--- src/rtl/uart_pkg.sv ---
// -----------------------------------------------------------------------------
// uart_pkg
// Shared UART receiver definitions: receiver state encoding and the default
// oversampling ratio.
// No ports (package).
// -----------------------------------------------------------------------------
package uart_pkg;

  // Default number of sample_tick pulses per bit period.
  localparam int unsigned OVERSAMPLE_DEF = 16;

  // Receiver frame-sequencing states.
  typedef enum logic [2:0] {
    ST_IDLE   = 3'd0,
    ST_START  = 3'd1,
    ST_DATA   = 3'd2,
    ST_PARITY = 3'd3,
    ST_STOP   = 3'd4
  } rx_state_e;

endpackage : uart_pkg

--- src/rtl/rx_rdr.sv ---
// -----------------------------------------------------------------------------
// rdr -- receive data register for the UART receiver.
// Holds the last delivered word, the rx_valid/rx_ack handshake and the sticky
// error flags.
// Optional feature macro: RX_PARITY_EN (parity_err register present when
// defined, otherwise parity_err is tied to 0).
//
// Ports:
//   clk          in   clock
//   reset        in   asynchronous active-low reset
//   i_done       in   one-clk pulse: a frame has just completed
//   i_word       in   received data word of the completed frame
//   i_stop_bad   in   stop bit of the completed frame was sampled low
//   i_par_bad    in   parity check of the completed frame failed
//   rx_ack       in   consumer acknowledge pulse
//   d_o          out  last delivered word
//   rx_valid     out  d_o holds unacknowledged data
//   framing_err  out  sticky framing error
//   overrun_err  out  sticky overrun error
//   parity_err   out  sticky parity error
// -----------------------------------------------------------------------------
module rdr #(
  parameter int unsigned DATA_SIZE = 7
) (
  input  logic                 clk,
  input  logic                 reset,
  input  logic                 i_done,
  input  logic [DATA_SIZE-1:0] i_word,
  input  logic                 i_stop_bad,
  input  logic                 i_par_bad,
  input  logic                 rx_ack,
  output logic [DATA_SIZE-1:0] d_o,
  output logic                 rx_valid,
  output logic                 framing_err,
  output logic                 overrun_err,
  output logic                 parity_err
);

  logic [DATA_SIZE-1:0] r_d;
  logic                 r_valid;
  logic                 r_ferr;
  logic                 r_oerr;

  logic                 w_load;
  logic                 w_overrun;
  logic                 w_clear;

  // A coincident ack frees the register, so the new word is accepted.
  assign w_load    = i_done & (~r_valid | rx_ack);
  assign w_overrun = i_done & r_valid & ~rx_ack;
  assign w_clear   = ~i_done & rx_ack & r_valid;

  // Data register, handshake and framing/overrun flags.
  always_ff @(posedge clk or negedge reset) begin
    if (!reset) begin
      r_d     <= '0;
      r_valid <= 1'b0;
      r_ferr  <= 1'b0;
      r_oerr  <= 1'b0;
    end else if (w_load) begin
      r_d     <= i_word;
      r_valid <= 1'b1;
      r_ferr  <= i_stop_bad;
      r_oerr  <= 1'b0;
    end else if (w_overrun) begin
      // New word is dropped; its framing status still accumulates.
      r_oerr  <= 1'b1;
      r_ferr  <= r_ferr | i_stop_bad;
    end else if (w_clear) begin
      r_valid <= 1'b0;
      r_ferr  <= 1'b0;
      r_oerr  <= 1'b0;
    end
  end

`ifdef RX_PARITY_EN
  logic r_perr;

  // Parity flag follows the same load/overrun/clear rules as framing_err.
  always_ff @(posedge clk or negedge reset) begin
    if (!reset) begin
      r_perr <= 1'b0;
    end else if (w_load) begin
      r_perr <= i_par_bad;
    end else if (w_overrun) begin
      r_perr <= r_perr | i_par_bad;
    end else if (w_clear) begin
      r_perr <= 1'b0;
    end
  end

  assign parity_err = r_perr;
`else
  logic w_unused_par;

  assign w_unused_par = i_par_bad;
  assign parity_err   = 1'b0;
`endif

  assign d_o         = r_d;
  assign rx_valid    = r_valid;
  assign framing_err = r_ferr;
  assign overrun_err = r_oerr;

endmodule : rdr

--- src/rtl/rx.sv ---
// -----------------------------------------------------------------------------
// rx -- oversampling UART receiver.
// Synchronizes the serial line, finds the start bit, samples data bits LSB
// first at mid-bit, checks the stop bit and hands the frame to the rdr output
// register one clk after the stop sample.
// Optional feature macro: RX_PARITY_EN (one even-parity bit after the data).
// OVERSAMPLE must be even and at least 4.
//
// Ports:
//   clk          in   clock
//   reset        in   asynchronous active-low reset
//   sample_tick  in   one-clk pulse at OVERSAMPLE x baud rate
//   data_in      in   serial line, idle high, asynchronous to clk
//   rx_ack       in   consumer acknowledge pulse for d_o
//   d_o          out  last received word
//   rx_valid     out  d_o holds unacknowledged data
//   framing_err  out  sticky: a stop bit was sampled low
//   overrun_err  out  sticky: a frame completed while rx_valid was 1
//   parity_err   out  sticky: parity mismatch (0 without RX_PARITY_EN)
// -----------------------------------------------------------------------------
module rx
  import uart_pkg::*;
#(
  parameter int unsigned DATA_SIZE  = 7,
  parameter int unsigned OVERSAMPLE = OVERSAMPLE_DEF
) (
  input  logic                 clk,
  input  logic                 reset,
  input  logic                 sample_tick,
  input  logic                 data_in,
  input  logic                 rx_ack,
  output logic [DATA_SIZE-1:0] d_o,
  output logic                 rx_valid,
  output logic                 framing_err,
  output logic                 overrun_err,
  output logic                 parity_err
);

  localparam int unsigned CNT_W = $clog2(OVERSAMPLE);
  localparam int unsigned BIT_W = $clog2(DATA_SIZE + 1);

  localparam logic [CNT_W-1:0] HALF_LAST = CNT_W'(OVERSAMPLE / 2 - 1);
  localparam logic [CNT_W-1:0] FULL_LAST = CNT_W'(OVERSAMPLE - 1);
  localparam logic [BIT_W-1:0] BIT_LAST  = BIT_W'(DATA_SIZE - 1);

  rx_state_e            r_state;
  rx_state_e            w_state_nxt;

  logic                 r_sync1;
  logic                 r_sync2;
  logic                 r_line_d;
  logic [CNT_W-1:0]     r_cnt;
  logic [BIT_W-1:0]     r_bit_cnt;
  logic [DATA_SIZE-1:0] r_shift;
  logic                 r_done;
  logic                 r_stop_bad;

  logic                 w_line;
  logic                 w_fall;
  logic                 w_half_hit;
  logic                 w_full_hit;
  logic                 w_last_bit;
  logic                 w_par_bad;

  logic                 w_cnt_clr;
  logic                 w_cnt_inc;
  logic                 w_bit_clr;
  logic                 w_shift_en;
  logic                 w_done;
`ifdef RX_PARITY_EN
  logic                 w_par_en;
  logic                 r_par_bad;
`endif

  // Two-flop line synchronizer plus one delayed copy for edge detection.
  always_ff @(posedge clk or negedge reset) begin
    if (!reset) begin
      r_sync1  <= 1'b1;
      r_sync2  <= 1'b1;
      r_line_d <= 1'b1;
    end else begin
      r_sync1  <= data_in;
      r_sync2  <= r_sync1;
      r_line_d <= r_sync2;
    end
  end

  assign w_line     = r_sync2;
  assign w_fall     = r_line_d & ~r_sync2;
  assign w_half_hit = sample_tick & (r_cnt == HALF_LAST);
  assign w_full_hit = sample_tick & (r_cnt == FULL_LAST);
  assign w_last_bit = (r_bit_cnt == BIT_LAST);

  // State register.
  always_ff @(posedge clk or negedge reset) begin
    if (!reset) begin
      r_state <= ST_IDLE;
    end else begin
      r_state <= w_state_nxt;
    end
  end

  // Next-state logic.
  always_comb begin
    w_state_nxt = r_state;
    case (r_state)
      ST_IDLE: begin
        if (w_fall) begin
          w_state_nxt = ST_START;
        end
      end
      ST_START: begin
        // A line back high at mid start bit is a glitch, not a frame.
        if (w_half_hit) begin
          w_state_nxt = w_line ? ST_IDLE : ST_DATA;
        end
      end
      ST_DATA: begin
        if (w_full_hit && w_last_bit) begin
`ifdef RX_PARITY_EN
          w_state_nxt = ST_PARITY;
`else
          w_state_nxt = ST_STOP;
`endif
        end
      end
`ifdef RX_PARITY_EN
      ST_PARITY: begin
        if (w_full_hit) begin
          w_state_nxt = ST_STOP;
        end
      end
`endif
      ST_STOP: begin
        if (w_full_hit) begin
          w_state_nxt = ST_IDLE;
        end
      end
      default: begin
        w_state_nxt = ST_IDLE;
      end
    endcase
  end

  // Datapath control strobes; counters only move on sample_tick.
  always_comb begin
    w_cnt_clr  = 1'b0;
    w_cnt_inc  = 1'b0;
    w_bit_clr  = 1'b0;
    w_shift_en = 1'b0;
    w_done     = 1'b0;
`ifdef RX_PARITY_EN
    w_par_en   = 1'b0;
`endif
    case (r_state)
      ST_IDLE: begin
        // Held clear so counting starts from zero at the falling edge.
        w_cnt_clr = 1'b1;
        w_bit_clr = 1'b1;
      end
      ST_START: begin
        if (w_half_hit) begin
          w_cnt_clr = 1'b1;
        end else if (sample_tick) begin
          w_cnt_inc = 1'b1;
        end
      end
      ST_DATA: begin
        if (w_full_hit) begin
          w_cnt_clr  = 1'b1;
          w_shift_en = 1'b1;
        end else if (sample_tick) begin
          w_cnt_inc = 1'b1;
        end
      end
`ifdef RX_PARITY_EN
      ST_PARITY: begin
        if (w_full_hit) begin
          w_cnt_clr = 1'b1;
          w_par_en  = 1'b1;
        end else if (sample_tick) begin
          w_cnt_inc = 1'b1;
        end
      end
`endif
      ST_STOP: begin
        if (w_full_hit) begin
          w_cnt_clr = 1'b1;
          w_done    = 1'b1;
        end else if (sample_tick) begin
          w_cnt_inc = 1'b1;
        end
      end
      default: begin
        w_cnt_clr = 1'b1;
        w_bit_clr = 1'b1;
      end
    endcase
  end

  // Sample/bit counters, shift register and frame-complete pulse.
  always_ff @(posedge clk or negedge reset) begin
    if (!reset) begin
      r_cnt      <= '0;
      r_bit_cnt  <= '0;
      r_shift    <= '0;
      r_done     <= 1'b0;
      r_stop_bad <= 1'b0;
    end else begin
      if (w_cnt_clr) begin
        r_cnt <= '0;
      end else if (w_cnt_inc) begin
        r_cnt <= r_cnt + CNT_W'(1);
      end

      if (w_bit_clr) begin
        r_bit_cnt <= '0;
      end else if (w_shift_en) begin
        r_bit_cnt <= r_bit_cnt + BIT_W'(1);
      end

      // LSB arrives first, so shift in from the top.
      if (w_shift_en) begin
        r_shift <= {w_line, r_shift[DATA_SIZE-1:1]};
      end

      r_done <= w_done;
      if (w_done) begin
        r_stop_bad <= ~w_line;
      end
    end
  end

`ifdef RX_PARITY_EN
  // Even parity: data bits XOR parity bit must be 0.
  always_ff @(posedge clk or negedge reset) begin
    if (!reset) begin
      r_par_bad <= 1'b0;
    end else if (w_par_en) begin
      r_par_bad <= (^r_shift) ^ w_line;
    end
  end

  assign w_par_bad = r_par_bad;
`else
  assign w_par_bad = 1'b0;
`endif

  // r_shift is stable through the cycle after r_done, so it feeds rdr directly.
  rdr #(
    .DATA_SIZE (DATA_SIZE)
  ) u_rdr (
    .clk         (clk),
    .reset       (reset),
    .i_done      (r_done),
    .i_word      (r_shift),
    .i_stop_bad  (r_stop_bad),
    .i_par_bad   (w_par_bad),
    .rx_ack      (rx_ack),
    .d_o         (d_o),
    .rx_valid    (rx_valid),
    .framing_err (framing_err),
    .overrun_err (overrun_err),
    .parity_err  (parity_err)
  );

endmodule : rx

--- config.mk ---
export PLATFORM = sky130hd
export DESIGN_NAME = rx
export DESIGN_NICKNAME = d
export VERILOG_FILES = /design/src/rtl/uart_pkg.sv /design/src/rtl/rx_rdr.sv /design/src/rtl/rx.sv
export SDC_FILE = /design/constraint.sdc
export NUM_CORES = 1
export LEC_CHECK = 0
export CORE_MARGIN = 2
export CORE_UTILIZATION = 59
export DETAILED_ROUTE_END_ITERATION = 10
export PLACE_DENSITY = 0.89
export SKIP_LAST_GASP = 1
export SLEW_MARGIN = 20
export SYNTH_ARGS = -nofsm -noshare
export SYNTH_HDL_FRONTEND = slang
export SYNTH_SLANG_ARGS = --single-unit
--- constraint.sdc ---
create_clock -name clk -period 2.75 [get_ports clk]
set_input_delay 0.55 -clock clk [delete_from_list [all_inputs] [get_ports clk]]
set_output_delay 0.55 -clock clk [all_outputs]
set_load 0.005 [all_outputs]
---- Word-level counts from Yosys, hierarchy flattened ----
Index checks and enable logic that the tools add are counted.
word-level totals
  logic and storage cells ................. 76
  input bits .............................. 5
  output and inout bits ................... 11
  register bits after elaboration ......... 32
operators by class
  bitwise gates (word level) .............. 14
  reduce and logical (&&, ||, !) cells .... 9
  eq/ne operators ......................... 12
  muxes and demuxes ....................... 26
  add/sub/neg operators ................... 2
operators with widths
  cell                                                                      count
  3-bit 2-to-1 mux                                                          6
  1-bit 2-to-1 mux                                                          14
  3-bit case mux with 4 select lines                                        1
  1-bit AND                                                                 8
  4-bit 2-to-1 mux                                                          2
  2-bit inequality test (second input constant)                             4
  3-bit == test (second input constant)                                     2
  4-bit by 1-bit adder with 4-bit output (second input constant)            1
  4-bit by 3-bit == test with 1-bit output (second input constant)          1
  4-bit == test (second input constant)                                     1
  2-bit by 1-bit inequality test with 1-bit output (second input constant)  2
  1-bit inverter                                                            4
  1-bit case mux with 2 select lines                                        2
  4-bit AND reduction                                                       1
  2-bit nonzero test                                                        2
  3-bit by 1-bit adder with 3-bit output (second input constant)            1
  3-bit by 1-bit == test with 1-bit output (second input constant)          1
  3-bit by 2-bit == test with 1-bit output (second input constant)          1
  3-bit zero test                                                           1
  3-bit nonzero test                                                        1
  3-bit OR reduction                                                        1
  2-bit 2-to-1 mux                                                          1
  1-bit OR                                                                  2
  2-bit AND reduction                                                       1
  2 further kinds                                                           2

---- Logic depth before layout (Yosys ltp) ----
Gate-level depths: netlist of the first run.
  word-level depth ........................ 6
  depth in mapped cells ................... 6

---- Hierarchy ----
Synthesis of the first run repeated with hierarchy kept, for this count alone.
second synthesis, totals
  cells, all modules ...................... 127
  area total of the unflattened synthesis .. 1,490.2 µm²
modules (own cells, without submodules)
  module  area each (µm²)  sequential area each (µm²)  instances  cells each
  rx      1,097.3          554.3                       1          102
  rdr     392.9            250.2                       1          25

---- Worst setup path before layout of the first run ----
OpenSTA, ideal clock, no wires.
  path type ............................... register to register
  start ................................... reg r_cnt[0]
  end ..................................... reg r_cnt[0]
  path buffers ............................ 0
  data required time ...................... 2,673 ps
  stages on the path, launching flop included .. 6
  path slack .............................. 1,101 ps
  setup time .............................. 77 ps
  data arrival time ....................... 1,571 ps
  period minus slack after synthesis ...... 1,649 ps
  cell sequence ........................... dfrtp_1 > ha_1 > and3_4 > o32a_1 > or3_1 > a21oi_1
on the way
  word-level cells in the longest chain between the ends .. 5
  elaborated cells on any way between the ends .. 14
  classes of those cells .................. add/sub: 1; eq/ne: 2; mux: 8; bitwise: 2; reduce/logical: 1
RTL lines
  element                                                                    line                             source
  start, declared                                                            rx.sv:52                         logic [CNT_W-1:0] r_cnt;
  start signal, assigned                                                     rx.sv:213                        r_cnt <= r_cnt + CNT_W'(1);
  4-bit == test or 4-bit by 3-bit == test with 1-bit output (tied branches)  rx.sv:91, rx.sv:90
  1-bit AND (on tied branches)                                               rx.sv:91, rx.sv:90
  1-bit 2-to-1 mux (on tied branches)                                        rx.sv:169, rx.sv:187, rx.sv:162
  1-bit case mux with 2 select lines                                         rx.sv:155                        case (r_state)
  4-bit 2-to-1 mux or 2-bit nonzero test (tied branches)                     -
Several ways; a longest one is shown, not always the timed one. The select of a mux whose other input is x is not followed.
A chain may end at the register's enable or synchronous reset.

---- Worst setup path in the final report of the first run ----
  start ................................... in sample_tick
  end ..................................... reg r_shift[0]
on the way
  word-level cells in the longest chain between the ends .. 3
RTL lines
  element               line       source
  start, declared       rx.sv:29   input logic sample_tick,
  1-bit AND             rx.sv:91   assign w_full_hit = sample_tick & (r_cnt == FULL_LAST);
  1-bit 2-to-1 mux      rx.sv:169  if (w_full_hit) begin
  1-bit 2-to-1 mux      rx.sv:155
  end signal, assigned  rx.sv:224  r_shift <= {w_line, r_shift[DATA_SIZE-1:1]};
  end, declared         rx.sv:54   logic [DATA_SIZE-1:0] r_shift;
Every way passes these cells.

==> results.cfg, run 1 <==
[run_status]
status = finished, final reports clean

[synth]
seq_area_frac_synth = 0.548
xor_xnor_portion_of_the_synthesized_cell_area = 0.0179
area_share_of_fa_ha_maj_cells_after_synthesis = 0.0256
postSynthAreaPerCell_um2 = 11.6
yosys.area.top_type_share = 0.494
synthesis.nets = 134
dominant_combinational_cell_family_by_area_after_synthesis = simple AND/OR/NAND/NOR gates
synth-warning-count = 0
synth_simple_gate_area_share = 0.164
compound_gate_portion_of_the_synthesized_area = 0.101
synthFlopType = sky130_fd_sc_hd__dfrtp_1
netlist_area_um2 = 1470
netlist.top_cell.by_area = sky130_fd_sc_hd__dfrtp_1
number_of_enable_type_register_cells_in_the_synthesized_netlist = 0
synthTopCellsByArea = sky130_fd_sc_hd__dfrtp_1 (49%), sky130_fd_sc_hd__mux2_2 (11%), sky130_fd_sc_hd__dfstp_2 (5.4%)
synth.mux.area_fraction = 0.114
synth_cell_types = 41
synth-async-reset-ratio = 1.00
syn-instance-count = 126
yosys_register_bits = 32

[grt]
globalRouteTotalUtil = 0.224
number_of_global_route_vias_before_repair = 1038
pin_count_of_the_biggest_net_entering_global_routing = 33
global_route_wire_length_before_repair_mm = 4.57
grt_overflow = 0
antenna_found_initial = 0

[critical_path]
cp-start-kind = input port
end_kind = flip-flop
worstSetupPathType = input port to flip-flop
worstPathMaxFanout = 10
path_cells = clkdlybuf4s50_1 -> and4_2 -> nand3_2 -> mux2_2
r2r_slack_ps = 920
timing.critical_path.required_ps = 2960
cp.buffers_inverters = 1
path_delay_family = simple AND/OR/NAND/NOR gates
worst_path_max_delay_cell = sky130_fd_sc_hd__clkdlybuf4s50_1
worst_path_largest_cell_delay_ps = 590
critPathArrivalTime_ps = 2100

[sta]
min_period_ps = 1890
hold_viol = 0
clock_skew_ps = 3.42
rsz_0062_raised_after_global_routing = false
fin_crit_sh = 0.686
setup-tns-final_ps = 0
setup_viol_count_final = 0
whs_ps = 365
maxClockFrequency_mhz = 530
drv_slew = 0

[clock_network]
cts_repair_resize_count = 0
clk_transition_reported_paths_ps = 90
clk_path_buf_depth = 2
cts_setup_buffers = 0
worst_skew_pair.late_latency_ps = 320
tritoncts = built
tritoncts_num_sinks = 32
cts-buffers-inserted = 5
h-tree-depth = 2
cts-hold-fix-buffers = 0
clock_tree.root_cell = sky130_fd_sc_hd__clkbuf_4

[pwr]
cellLeakagePower_nw = 0.817
power-per-cell-area_nw_per_um2 = 636
irDropWorstVdd_v = 0.000554

[cells_and_area]
layout.cells.most_common = sky130_fd_sc_hd__dfrtp_1
post_route_cells_drive_above_1_share = 0.222
postLayoutCoreUtil = 0.713
area_growth_pct = 17.1
antenna_diode_count = 0
layout.nets = 151
most-common-layout-cells = sky130_fd_sc_hd__dfrtp_1 (29), sky130_fd_sc_hd__mux2_2 (14), sky130_fd_sc_hd__clkdlybuf4s50_1 (14)

[floorplan]
floorplan.core_area_um2 = 2410
start_util = 0.609
floorplan.die.width_um = 53.9
num_io_pins = 16
die_h_um = 53.9
floorplan.die_area_um2 = 2900
num_rows = 18

[detailed_routing]
post_detailed_route_count_of_antenna_violating_nets = 0
first_pass_iters = 4
drt-initial-drc-count = 14
drt_wl_total_mm = 2.58
post_drt_via_cell_ratio = 5.89
routed-via-count = 1024
drc_violation_count_after_routing = 0
wl_per_cell_um = 14.8

[place]
placement.io_buffers = 14
place.detailed.hpwl_mm = 1.86
globalplace.congestion = 0.799

[hold_path]
min-delay-path-class = flip-flop to flip-flop

[job]
timing.max_cap.violations = 0
==> stage by stage <==
stage / setup WS, ps / power, mW / instances / instance area, um2
after floorplan: 1100 / 0.659 / 126 / 1470
after global placement: 594 / 0.691 / 166 / 1620
after detailed placement: 527 / 0.705 / 166 / 1620
after CTS: 868 / 1.10 / 174 / 1720
after global routing: 774 / 1.14 / 174 / 1720
final: 865 / 1.09 / 174 / 1720
==> cell families after synthesis <==
logic type	count (synthesis)
other cells	1
fa+ha+maj	3
buf+inv	8
mux	15
compound gates	24
flops	32
xor+xnor	3
simple gates	40
==> path summary, 6_finish.rpt <==
path / start / endpoint / cells after the start
max: sample_tick / r_shift[0] / 4
min: r_sync1 / r_sync2 / 0
max reg2reg: r_cnt[0] / r_cnt[0] / 5
min reg2reg: r_sync1 / r_sync2 / 0
max in group asynchronous: reset / r_sync1 / 2
min in group asynchronous: reset / r_shift[3] / 2
==> metal layers <==
layer	global-route usage	vias up	wire, um
met5	0	-	0
met4	0.0897	0	33
met3	0.0528	4	123
met2	0.390	25	1350
met1	0.263	512	1070
li1	-	483	-
==> power breakdown <==
group          total [mW]  switching, mW  internal (mW)
clock               0.396          0.155          0.241
combinational       0.150         0.0801         0.0698
sequential          0.547         0.0451          0.502
total                1.09          0.280          0.813
==> area by class of cell <==
type / instances / area (um2)
Clock inverter: 1 / 30.0
Tap cell: 30 / 37.5
Inverter: 3 / 11.3
Multi-Input combinational cell: 86 / 623
Timing Repair Buffer: 15 / 148
Clock buffer: 7 / 65.1
Fill cell: 175 / 691
Sequential cell: 32 / 805
==> cells in the mapped netlist, types with 2 or more instances <==
library cell	instances
sky130_fd_sc_hd__nand2_1	5
sky130_fd_sc_hd__or3b_2	2
sky130_fd_sc_hd__nor2b_1	4
sky130_fd_sc_hd__nand4_1	3
sky130_fd_sc_hd__a31oi_1	2
sky130_fd_sc_hd__dfrtp_1	29
sky130_fd_sc_hd__nand2b_1	4
sky130_fd_sc_hd__xnor2_1	2
sky130_fd_sc_hd__ha_1	3
sky130_fd_sc_hd__nor3_1	2
sky130_fd_sc_hd__mux2_2	14
sky130_fd_sc_hd__buf_2	2
sky130_fd_sc_hd__o21ai_0	10
sky130_fd_sc_hd__inv_1	3
sky130_fd_sc_hd__nor2_1	9
sky130_fd_sc_hd__buf_4	2
sky130_fd_sc_hd__a21oi_1	4
sky130_fd_sc_hd__dfstp_2	3
==> sequential cells by signal, indices dropped and copies added (netlist names), 3 cells and up <==
name	count
u_rdr.d_o	7
r_bit_cnt	3
r_state	3
r_cnt	4
r_shift	7
==> worst reg2reg max path, cell delays in order, from the launching register on <==
cell and delay, ps:
sky130_fd_sc_hd__dfrtp_1 410, sky130_fd_sc_hd__ha_1 260, sky130_fd_sc_hd__and3_4 170, sky130_fd_sc_hd__o32a_1 380, sky130_fd_sc_hd__or3_1 370, sky130_fd_sc_hd__a21oi_1 170
No activity file was read; power rests on OpenSTA's default activity.
==> run 2: changes to the inputs <==
CORE_UTILIZATION = 49   (was 59)
PLACE_DENSITY = 0.8   (was 0.89)
clock period = 1.67 ns   (was 2.75 ns; I/O delays follow)
==> results.cfg, run 2 (same netlist as run 1, synthesis figures left out) <==
[cells_and_area]
layout.cells.most_common = sky130_fd_sc_hd__dfrtp_1
post_route_cells_drive_above_1_share = 0.335
n_fill_cell = 237
post-route-cell-area_um2 = 1830
most-common-layout-cells = sky130_fd_sc_hd__dfrtp_1 (28), sky130_fd_sc_hd__buf_4 (15), sky130_fd_sc_hd__mux2_2 (14), sky130_fd_sc_hd__clkdlybuf4s50_1 (14)
antenna_diode_count = 0
finalNonFillerCells = 189
area_growth_pct = 24.5
layout.nets = 165

[pwr]
irDropWorstVdd_v = 0.000671
cellLeakagePower_nw = 0.871
power-per-cell-area_nw_per_um2 = 934
p_comb_frac = 0.223
switching_share = 0.306
power_frac_seq = 0.527
internal_power_mw = 1.18
share_clk_of_total_power = 0.250
switching_power_total_uw = 523

[sta]
rsz_0062_raised_after_global_routing = true
clock_skew_ps = 10.2
drv_slew = 0
setup-tns-final_ps = 0
maxClockFrequency_mhz = 600
setup_viol_count_final = 0
whs_ps = 363
layout_setup_ws_ps = 4.39
min_period_ps = 1670
fin_crit_sh = 0.997
hold_viol = 0

[run_status]
violations = DRC
status = finished, violations left

[grt]
pin_count_of_the_biggest_net_entering_global_routing = 33
number_of_global_route_vias_before_repair = 1108
global_route_wire_length_before_repair_mm = 4.79
grt_overflow = 0
antenna_found_initial = 0
globalRouteTotalUtil = 0.191

[floorplan]
floorplan.core_area_um2 = 2810
die_h_um = 58.7
start_util = 0.523
floorplan.die.width_um = 58.7
floorplan.die_area_um2 = 3450
num_rows = 19
num_io_pins = 16

[place]
pre_cts_ws_ps = -147
place.detailed.instances = 181
globalplace.congestion = 0.786
post_dp_cell_area_um2 = 1730
placement.io_buffers = 14
place.detailed.hpwl_mm = 2.05

[critical_path]
cp-start-kind = flip-flop
path_cells = ha_4 -> and3_4 -> o32a_1 -> or3_4 -> a21oi_2
r2r-end = r_cnt[0]
timing.reg2reg.worst_path_depth = 5
worst_path_largest_cell_delay_ps = 420
critPathArrivalTime_ps = 1930
worstReg2RegStart = r_cnt[1]
timing.critical_path.required_ps = 1940
worstSetupPathType = flip-flop to flip-flop
worst_path_max_delay_cell = sky130_fd_sc_hd__dfrtp_1
r2r_slack_ps = 4
end_kind = flip-flop
worstPathMaxFanout = 4

[hold_path]
worstHoldPathCells = 0
min-delay-path-class = flip-flop to flip-flop
hold_path.startpoint = r_sync1
worst_hold_path.endpoint = r_sync2

[detailed_routing]
drt_wl_total_mm = 2.92
post_detailed_route_count_of_antenna_violating_nets = 0
drt-initial-drc-count = 56
wl_per_cell_um = 15.4
routed-via-count = 1074
drc_violation_count_after_routing = 1
post_drt_via_cell_ratio = 5.68
first_pass_iters = 7

[clock_network]
tritoncts = built
clock_tree.root_cell = sky130_fd_sc_hd__clkbuf_4
clk_transition_reported_paths_ps = 90
cts-buffers-inserted = 5
h-tree-depth = 2
cts-hold-fix-buffers = 0
tritoncts_num_sinks = 32
clk_path_buf_depth = 2
worst_skew_pair.late_latency_ps = 340
cts_setup_buffers = 0

[job]
timing.max_cap.violations = 0
-- run 2: cell count changes in the layout (fill, tap and decap cells not counted), moves of 2 or more --
cell,change
sky130_fd_sc_hd__a21oi_2,+2
sky130_fd_sc_hd__clkbuf_8,-2
sky130_fd_sc_hd__a21oi_1,-2
sky130_fd_sc_hd__buf_4,+14
-- run 2: area by class of cell --
type | instances | area, um2 | area share
inverter | 3 | 11.3 | 0.00616
timing repair buffer | 29 | 253 | 0.138
clock inverter | 2 | 12.5 | 0.00685
clock buffer | 6 | 41.3 | 0.0226
multi-input combinational | 86 | 664 | 0.364
sequential | 32 | 806 | 0.441
tap | 31 | 38.8 | 0.0212
-- run 2: how the worst max path moves through the flow --
| stage | startpoint | end | depth (start not counted) |
|---|---|---|---|
| finish | r_cnt[1] | r_cnt[0] | 5 |
| global route | r_cnt[1] | r_cnt[1] | 6 |
| CTS | r_cnt[0] | r_cnt[0] | 5 |
| detailed placement | sample_tick | r_cnt[3] | 5 |
| global placement | sample_tick | r_cnt[3] | 5 |
| floorplan | r_cnt[0] | r_cnt[0] | 5 |
-- run 2: critical path: cells and delay by family, from the launching register on --
kind / cells / cell delay [ps]
simple gates: 2 / 530
compound gates: 2 / 460
fa+ha+maj: 1 / 180
flops: 1 / 420
-- run 2: power by group through the flow --
| stage | Combinational (mW) | Clock, mW | Sequential (mW) |
|---|---|---|---|
| after global routing | 0.421 | 0.468 | 0.908 |
| final | 0.381 | 0.427 | 0.898 |
| after detailed placement | 0.321 | 0 | 0.897 |
| after global placement | 0.301 | 0 | 0.897 |
| after floorplan | 0.207 | 0 | 0.877 |
| after CTS | 0.344 | 0.444 | 0.883 |
-- run 2: per-stage QoR --
| stage | utilization | total power [mW] |
|---|---|---|
| after floorplan | - | 1.08 |
| final | 0.651 | 1.71 |
| after CTS | 0.642 | 1.67 |
| after global placement | 0.617 | 1.20 |
| after global routing | 0.651 | 1.80 |
| after detailed placement | 0.617 | 1.22 |
-- run 2: metal layers --
layer	vias up	share of wire	track usage
met2	28	0.50	0.294
met3	10	0.056	0.0791
li1	510	-	-
met5	-	0	0
met1	526	0.41	0.228
met4	0	0.032	0.104
-- run 2: timing repair --
item | 4_1_cts | 5_1_grt
gates resized for setup | 5 | 5
pin swaps | 2 | 3
setup endpoints to repair | 3 | 11
==> run 3: changes to the inputs <==
CORE_UTILIZATION = 41   (was 49)
PLACE_DENSITY = 0.69   (was 0.8)
==> results.cfg, run 3 (same netlist as run 1, synthesis figures left out) <==
[sta]
whs_ps = 364
setup-tns-final_ps = 0
setup_viol_count_final = 0
maxClockFrequency_mhz = 611
clock_skew_ps = 8.11
hold_viol = 0
rsz_0062_raised_after_global_routing = true
fin_crit_sh = 0.980
min_period_ps = 1640
drv_slew = 0
layout_setup_ws_ps = 34.2

[detailed_routing]
wl_per_cell_um = 13.5
first_pass_iters = 4
drc_violation_count_after_routing = 0
post_drt_via_cell_ratio = 5.12
routed-via-count = 1054
drt_wl_total_mm = 2.78
post_detailed_route_count_of_antenna_violating_nets = 0
drt-initial-drc-count = 47

[pwr]
switching_power_total_uw = 504
power_frac_seq = 0.449
irDropWorstVdd_v = 0.000497
switching_share = 0.260
p_comb_frac = 0.212
share_clk_of_total_power = 0.339
cellLeakagePower_nw = 0.905
internal_power_mw = 1.44
power-per-cell-area_nw_per_um2 = 1030
p_total_mw = 1.94

[job]
timing.max_cap.violations = 0

[floorplan]
floorplan.die.width_um = 63.8
floorplan.core_area_um2 = 3390
floorplan.die_area_um2 = 4070
start_util = 0.433
die_h_um = 63.8
num_io_pins = 16
num_rows = 21

[cells_and_area]
post_route_cells_drive_above_1_share = 0.331
finalNonFillerCells = 206
layout.cells.most_common = sky130_fd_sc_hd__dfrtp_1
postLayoutCoreUtil = 0.558
multi_input_area_um2 = 641
layout.nets = 167
area_growth_pct = 28.8
most-common-layout-cells = sky130_fd_sc_hd__dfrtp_1 (28), sky130_fd_sc_hd__buf_4 (16), sky130_fd_sc_hd__mux2_2 (14), sky130_fd_sc_hd__clkdlybuf4s50_1 (14)
antenna_diode_count = 0
n_fill_cell = 304
post-route-cell-area_um2 = 1890
regArea_um2 = 806

[clock_network]
worst_skew_pair.late_latency_ps = 330
h-tree-depth = 2
tritoncts_num_sinks = 32
clock_tree.root_cell = sky130_fd_sc_hd__clkbuf_4
clk_path_buf_depth = 2
clk_transition_reported_paths_ps = 100
tritoncts = built
cts-buffers-inserted = 5

[place]
pre_cts_ws_ps = -88.5
post_dp_cell_area_um2 = 1760
placement.io_buffers = 14
place.detailed.hpwl_mm = 1.97
place.detailed.instances = 196
globalplace.congestion = 0.826

[critical_path]
worstSetupPathType = flip-flop to flip-flop
worstReg2RegStart = r_cnt[1]
worstPathMaxFanout = 4
end_kind = flip-flop
timing.critical_path.required_ps = 1940
timing.reg2reg.worst_path_depth = 5
r2r_slack_ps = 30
cp-start-kind = flip-flop
r2r-end = r_cnt[0]
critPathArrivalTime_ps = 1900

[grt]
pin_count_of_the_biggest_net_entering_global_routing = 33
globalRouteTotalUtil = 0.156
global_route_wire_length_before_repair_mm = 4.84
number_of_global_route_vias_before_repair = 1122
grt_overflow = 0
antenna_found_initial = 0

[hold_path]
hold_path.startpoint = r_sync1
worstHoldPathCells = 0
min-delay-path-class = flip-flop to flip-flop
worst_hold_path.endpoint = r_sync2

[run_status]
status = finished, final reports clean
[run 3: critical path, stage by stage (launching register included)]
cell and delay, ps:
sky130_fd_sc_hd__dfrtp_1 400, sky130_fd_sc_hd__ha_2 210, sky130_fd_sc_hd__and3_4 150, sky130_fd_sc_hd__o32a_1 300
sky130_fd_sc_hd__or3_1 390, sky130_fd_sc_hd__a21oi_2 120
[run 3: worst max path at each step]
stage / start / cells after the start / to / slack [ps]
6_report: r_cnt[1] / 5 / r_cnt[0] / 30
5_1_grt: r_cnt[1] / 5 / r_cnt[0] / -40
4_1_cts: r_cnt[0] / 5 / r_cnt[0] / 0.07
3_5_place_dp: sample_tick / 4 / r_shift[2] / -90
3_3_place_gp: sample_tick / 4 / r_shift[3] / -50
2_1_floorplan: r_cnt[0] / 5 / r_cnt[0] / 20
[run 3: what timing repair did]
item                                    CTS  global route
pin swaps                                 0             5
endpoints found under the setup margin    2             3
hold buffers                              0             0
buffers inserted                          1             1
gates resized for setup                   1             6
endpoints found under the hold margin     0             0
[run 3: layer usage]
metal	vias to the layer above	share of wire	track usage	wire, um
met4	0	0.016	0.0652	44
met1	515	0.46	0.185	1270
met2	17	0.49	0.258	1370
met3	5	0.033	0.0511	93
met5	-	0	0	0
li1	517	-	-	-
[run 3: power groups by stage]
stage	Sequential (mW)	Combinational, mW	Clock [mW]
after CTS	0.876	0.365	0.681
after floorplan	0.877	0.207	0
after detailed placement	0.893	0.346	0
final	0.873	0.411	0.660
after global routing	0.882	0.450	0.732
after global placement	0.888	0.331	0
[run 3: area by class of cell]
cell class,count,share of cell area
Clock inverter,1,0.0159
Multi-Input combinational cell,86,0.339
Sequential cell,32,0.426
Timing Repair Buffer,31,0.148
Clock buffer,7,0.0344
Tap cell,46,0.0304
Inverter,3,0.00596
